==> config.mk <==
export PLATFORM = sky130hd
export DESIGN_NAME = serial_frame_tx
export DESIGN_NICKNAME = d
export VERILOG_FILES = /design/src/rtl/serial_frame_pkg.sv /design/src/rtl/bit_timer.sv /design/src/rtl/serial_frame_tx.sv
export SDC_FILE = /design/constraint.sdc
export NUM_CORES = 1
export LEC_CHECK = 0
export ABC_AREA = 0
export CAP_MARGIN = 40
export CORE_UTILIZATION = 51
export DETAILED_ROUTE_END_ITERATION = 10
export GPL_TIMING_DRIVEN = 0
export PLACE_DENSITY_LB_ADDON = 0.05
export SYNTH_ARGS = -nofsm -noshare
export SYNTH_HDL_FRONTEND = slang
export SYNTH_HIERARCHICAL = 1
export SYNTH_SLANG_ARGS = --single-unit
==> constraint.sdc <==
create_clock -name clk -period 1.8 [get_ports clk]
set_clock_uncertainty 0.15 [all_clocks]
set_input_delay 0.36 -clock clk [delete_from_list [all_inputs] [get_ports clk]]
set_output_delay 0.36 -clock clk [all_outputs]
set_load 0.05 [all_outputs]
==> src/rtl/serial_frame_pkg.sv <==
// Shared definitions for the single-wire serial frame link (tx now, rx later):
// state encoding, idle line level and the parity helper.
package serial_frame_pkg;

  localparam logic [2:0] ST_IDLE   = 3'd0;
  localparam logic [2:0] ST_START  = 3'd1;
  localparam logic [2:0] ST_DATA   = 3'd2;
  localparam logic [2:0] ST_PARITY = 3'd3;
  localparam logic [2:0] ST_STOP   = 3'd4;

  localparam logic IDLE_LEVEL = 1'b1;

  // Widest word the parity helper covers; callers zero-extend into it.
  localparam int PAR_MAX_W = 64;

  function automatic logic calc_parity(input logic [PAR_MAX_W-1:0] data,
                                       input logic odd);
    return (^data) ^ odd;
  endfunction

endpackage

==> src/rtl/bit_timer.sv <==
// Bit-period timer: counts 0..CLKS_PER_BIT-1 and pulses tick on the last count.
module bit_timer #(
  parameter int CLKS_PER_BIT = 4
) (
  input  logic clk,
  input  logic rst_n,
  input  logic clear,
  output logic tick
);

  localparam int CW = (CLKS_PER_BIT > 1) ? $clog2(CLKS_PER_BIT) : 1;
  localparam logic [CW-1:0] LAST = CW'(CLKS_PER_BIT - 1);

  logic [CW-1:0] cnt;

  // NOTE: sequential state uses <= so every flop samples pre-edge values.
  always_ff @(posedge clk) begin
    if (!rst_n || clear) begin
      cnt <= '0;
    end else if (cnt == LAST) begin
      cnt <= '0;
    end else begin
      cnt <= cnt + CW'(1);
    end
  end

  assign tick = (cnt == LAST);

endmodule

==> src/rtl/serial_frame_tx.sv <==
// Serial frame transmitter: start bit, DATA_W data bits LSB first,
// optional parity, stop bit; each bit held CLKS_PER_BIT cycles.
module serial_frame_tx
  import serial_frame_pkg::*;
#(
  parameter int DATA_W       = 8,
  parameter int CLKS_PER_BIT = 4,
  parameter int PARITY_EN    = 0,
  parameter int PARITY_ODD   = 0
) (
  input  logic              clk,
  input  logic              rst_n,
  input  logic [DATA_W-1:0] tx_data,
  input  logic              tx_valid,
  output logic              tx_ready,
  output logic              tx_out,
  output logic              busy
);

  localparam int CNT_W = $clog2(DATA_W + 1);
  localparam logic [CNT_W-1:0] LAST_BIT = CNT_W'(DATA_W - 1);
  localparam logic HAS_PARITY = (PARITY_EN != 0);
  localparam logic ODD_SEL    = (PARITY_ODD != 0);

  logic [2:0]           state;
  logic [DATA_W-1:0]    shreg;
  logic [DATA_W-1:0]    shifted;
  logic [CNT_W-1:0]     bit_cnt;
  logic                 parity_bit;
  logic                 line_q;
  logic                 tick;
  logic                 accept;
  logic [PAR_MAX_W-1:0] data_ext;

  assign tx_ready = (state == ST_IDLE);
  assign busy     = (state != ST_IDLE);
  assign tx_out   = line_q;
  assign accept   = tx_valid && tx_ready;
  assign shifted  = shreg >> 1;

  // NOTE: every always_comb output gets a default first so no latch is inferred.
  always_comb begin
    data_ext                = '0;
    data_ext[DATA_W-1:0]    = tx_data;
  end

  bit_timer #(.CLKS_PER_BIT(CLKS_PER_BIT)) u_bit_timer (
    .clk   (clk),
    .rst_n (rst_n),
    .clear (accept),
    .tick  (tick)
  );

  // The line level is registered together with the state it belongs to,
  // so tx_out changes on the same edge as the state transition.
  always_ff @(posedge clk) begin
    if (!rst_n) begin
      state      <= ST_IDLE;
      // NOTE: the shift register is cleared on reset so a stale word never leaks.
      shreg      <= '0;
      bit_cnt    <= '0;
      parity_bit <= 1'b0;
      line_q     <= IDLE_LEVEL;
    end else begin
      case (state)
        ST_IDLE: begin
          line_q <= IDLE_LEVEL;
          if (tx_valid) begin
            shreg      <= tx_data;
            parity_bit <= calc_parity(data_ext, ODD_SEL);
            state      <= ST_START;
            line_q     <= 1'b0;
          end
        end
        ST_START: begin
          if (tick) begin
            state   <= ST_DATA;
            bit_cnt <= '0;
            line_q  <= shreg[0];
          end
        end
        ST_DATA: begin
          if (tick) begin
            shreg   <= shifted;
            bit_cnt <= bit_cnt + CNT_W'(1);
            if (bit_cnt == LAST_BIT) begin
              state  <= HAS_PARITY ? ST_PARITY : ST_STOP;
              line_q <= HAS_PARITY ? parity_bit : IDLE_LEVEL;
            end else begin
              line_q <= shifted[0];
            end
          end
        end
        ST_PARITY: begin
          if (tick) begin
            state  <= ST_STOP;
            line_q <= IDLE_LEVEL;
          end
        end
        ST_STOP: begin
          if (tick) begin
            state  <= ST_IDLE;
            line_q <= IDLE_LEVEL;
          end
        end
        default: begin
          state  <= ST_IDLE;
          line_q <= IDLE_LEVEL;
        end
      endcase
    end
  end

endmodule

==> results.toml <==
[clock_tree]
htreeDepth = 1
cts_root_buffer = "clkbuf_4"
clk_latency_ns = 0.30
cts_buffer_depth = 2
clock-sinks = 18
cts_buffers = 3
clk_pin_slew_ns = 0.10
cts_tree = "yes"

[setup_path]
path_max_fanout = 6
slowest_stage = "or3_4"
crit_family = "simple AND/OR/NAND/NOR gates"
crit_arrival_ns = 1.32
crit_buf_inv = 2
cp_slowest_stage_delay_ns = 0.41
ff2ff_setup_slack_ns = 0.14
reg2reg_to = "u_bit_timer/cnt[1]"
cp-end-kind = "primary output"
cp-start-kind = "flip-flop"
regToRegStartpoint = "state[1]"
critical_path_class = "flip-flop to primary output"
crit_required_ns = 1.29
path_cells = "or3_4, clkinvlp_4, buf_8"
worst-r2r-cell-count = 6

[pwr]
p_seq_share_pct = 50.7
peakVddDrop_v = 0.000609
swShare_pct = 26.7
internal_power_mw = 0.629
leakagePower_nw = 0.508
comb_power_share_pct = 20.0
switching_power_mw = 0.229
p_per_area_nw_per_um2 = 723
p_total_mw = 0.858
power_frac_clock_pct = 29.2

[route]
drt_iter0_drc = 28
routed_wl_mm = 1.96
drc = 0
wl_per_cell_um = 12.9
drtAntennaViolNets = 0
avgViaCountPerCell = 5.54
firstDrtPassIters = 5
vias = 842

[layout]
final_nets = 141
syn_to_final_growth_pct = 28.8
diodes = 0
drive_gt1_share_pct = 19.7
layout_commonest_cell = "dfxtp_1"
layout.cells.non_filler = 152
final_cell_mix = "dfxtp_1, nand2_1, o21ai_0, clkdlybuf4s50_1, nand3b_1"

[timing]
slew_headroom_pct = 68.1
fin_ws_ns = -0.0254
hold_viol_final = 0
worst_pin_slew_ns = 0.480
min_period_ns = 1.83
finalSetupViolations = 1
setup_tns_ns = -0.0254
rsz0062_at_grt = "true"
drv_slew = 0
fmax_mhz = 548
worst_hold_slack_ns = 0.306
fin_crit_sh_pct = 101

[placement]
numPortBuffers = 13
dp_hpwl_mm = 1.36
place_ws_ns = -0.611
placed_cells = 145
place_congestion = 0.756

[logic_synthesis]
synthCells = 107
ys_async_sr_fraction_pct = 0
synth-seq-cells = 18
mappedNetlistNets = 120
syn_avg_cell_area_um2 = 8.62
synth_top_area_cell = "dfxtp_1"
ys_types = 34
synth_area_leaders = "dfxtp_1, o211a_1, o21ai_0"
synth.cell_area_um2 = 922
synth_top_area_share_pct = 39.1
synth-main-ff-cell = "dfxtp_1"
synth-edff-count = 0
yosys_warnings = 6
yosysSeqAreaShare_pct = 39.1

[global_route]
grt_pass1_wl_mm = 3.17
antenna_found_initial = 0
grt-ovfl-total = 0
grt_max_degree = 20
grt_pass1_vias = 729
grt.total_usage_pct = 21.8

[floorplanning]
die_w_um = 44.5
dieArea_um2 = 1980
rows = 15
chipHeight_um = 44.5
start_util_pct = 54.0
coreArea_um2 = 1710
ioPinCount = 14

[job]
max_cap_viol_count = 0

[min_path]
hold_depth = 1
hold_path_class = "flip-flop to flip-flop"
min-delay-start = "u_bit_timer/cnt[0]"
worstHoldEndpoint = "u_bit_timer/cnt[0]"

[outcome]
violations = "setup timing"
status = "complete, but fails checks"
==> cells by family (layout without fill, tap and decap cells) <==
group	Yosys count	count (layout)	share of synthesized area (%)
adders and majority gates	2	2	2.71
DFF	18	18	39.1
xor gates and xnor gates	2	2	1.90
and+or+nand+nor	43	43	27.5
buffers and inverters	11	31	5.16
AOI/OAI and AO/OA	31	31	23.6
==> area by class of cell <==
class                   count  area, um^2
multi-input cells          78         528
fillers                   150         520
flip-flops and latches     18         368
repair buffers             19         180
clock buffers               4        36.3
well taps                  25        31.3
plain buffers               4        25.0
inverters                   4        18.8
==> synth_stat cells, types with 2 or more instances <==
cell and instances:
inv_1 4, o211a_1 7, o21ai_0 12, clkbuf_1 4, nor2_1 5, dfxtp_1 18, ha_1 2, buf_2 2
a21oi_1 3, nand4_1 2, xnor2_1 2, nand3b_1 8, nand2b_1 3, nand2_1 15
==> worst max-delay path by stage <==
| stage | startpoint | to | depth (start not counted) |
|---|---|---|---|
| CTS | state[1] | tx_ready | 4 |
| finish | state[2] | tx_ready | 3 |
| detailed placement | state[1] | tx_ready | 5 |
| floorplan | state[1] | tx_ready | 4 |
| global placement | state[1] | tx_ready | 5 |
| global route | state[2] | tx_ready | 3 |
==> repair_timing <==
item / in CTS / in global routing
pin swaps: 0 / 0
setup buffers: 0 / 6
hold buffers: 0 / 0
resized for setup: 19 / 6
setup endpoints to repair: 3 / 9
gates cloned: 0 / 0
==> power groups by stage <==
| stage | combinational, mW | sequential (mW) | clock (mW) |
|---|---|---|---|
| global route | 0.186 | 0.438 | 0.263 |
| detailed placement | 0.157 | 0.446 | 0 |
| floorplan | 0.0988 | 0.448 | 0 |
| finish | 0.172 | 0.436 | 0.251 |
| global placement | 0.154 | 0.443 | 0 |
| CTS | 0.155 | 0.441 | 0.254 |
==> worst reg2reg max path, stage by stage (launching register included) <==
cell and delay (ns):
dfxtp_1 0.32, buf_6 0.12, buf_4 0.17, nand2b_1 0.17
buf_2 0.19, nor3_4 0.18, and4bb_2 0.26
==> flip-flops by register name, summed over array words and instances, names as in the netlist <==
name,count
tx_out,1
state,3
bit_cnt,4
u_bit_timer/cnt,2
shreg,8
==> through the flow <==
step,utilization [%],instance area (um^2)
5_1_grt,69.5,1190
4_1_cts,66.0,1130
3_3_place_gp,64.0,1090
3_5_place_dp,64.0,1090
2_1_floorplan,-,931
6_report,69.5,1190
==> metal layers <==
layer | GRT usage (%) | vias up | routed length (um) | part of all wire, %
met3 | 2.45 | 5 | 85 | 4.3
li1 | - | 425 | - | -
met1 | 28.6 | 387 | 936 | 48
met2 | 36.2 | 25 | 906 | 46
met4 | 9.09 | 0 | 30 | 1.5
met5 | 0 | - | 0 | 0
Power figures use the tool's default switching activity.
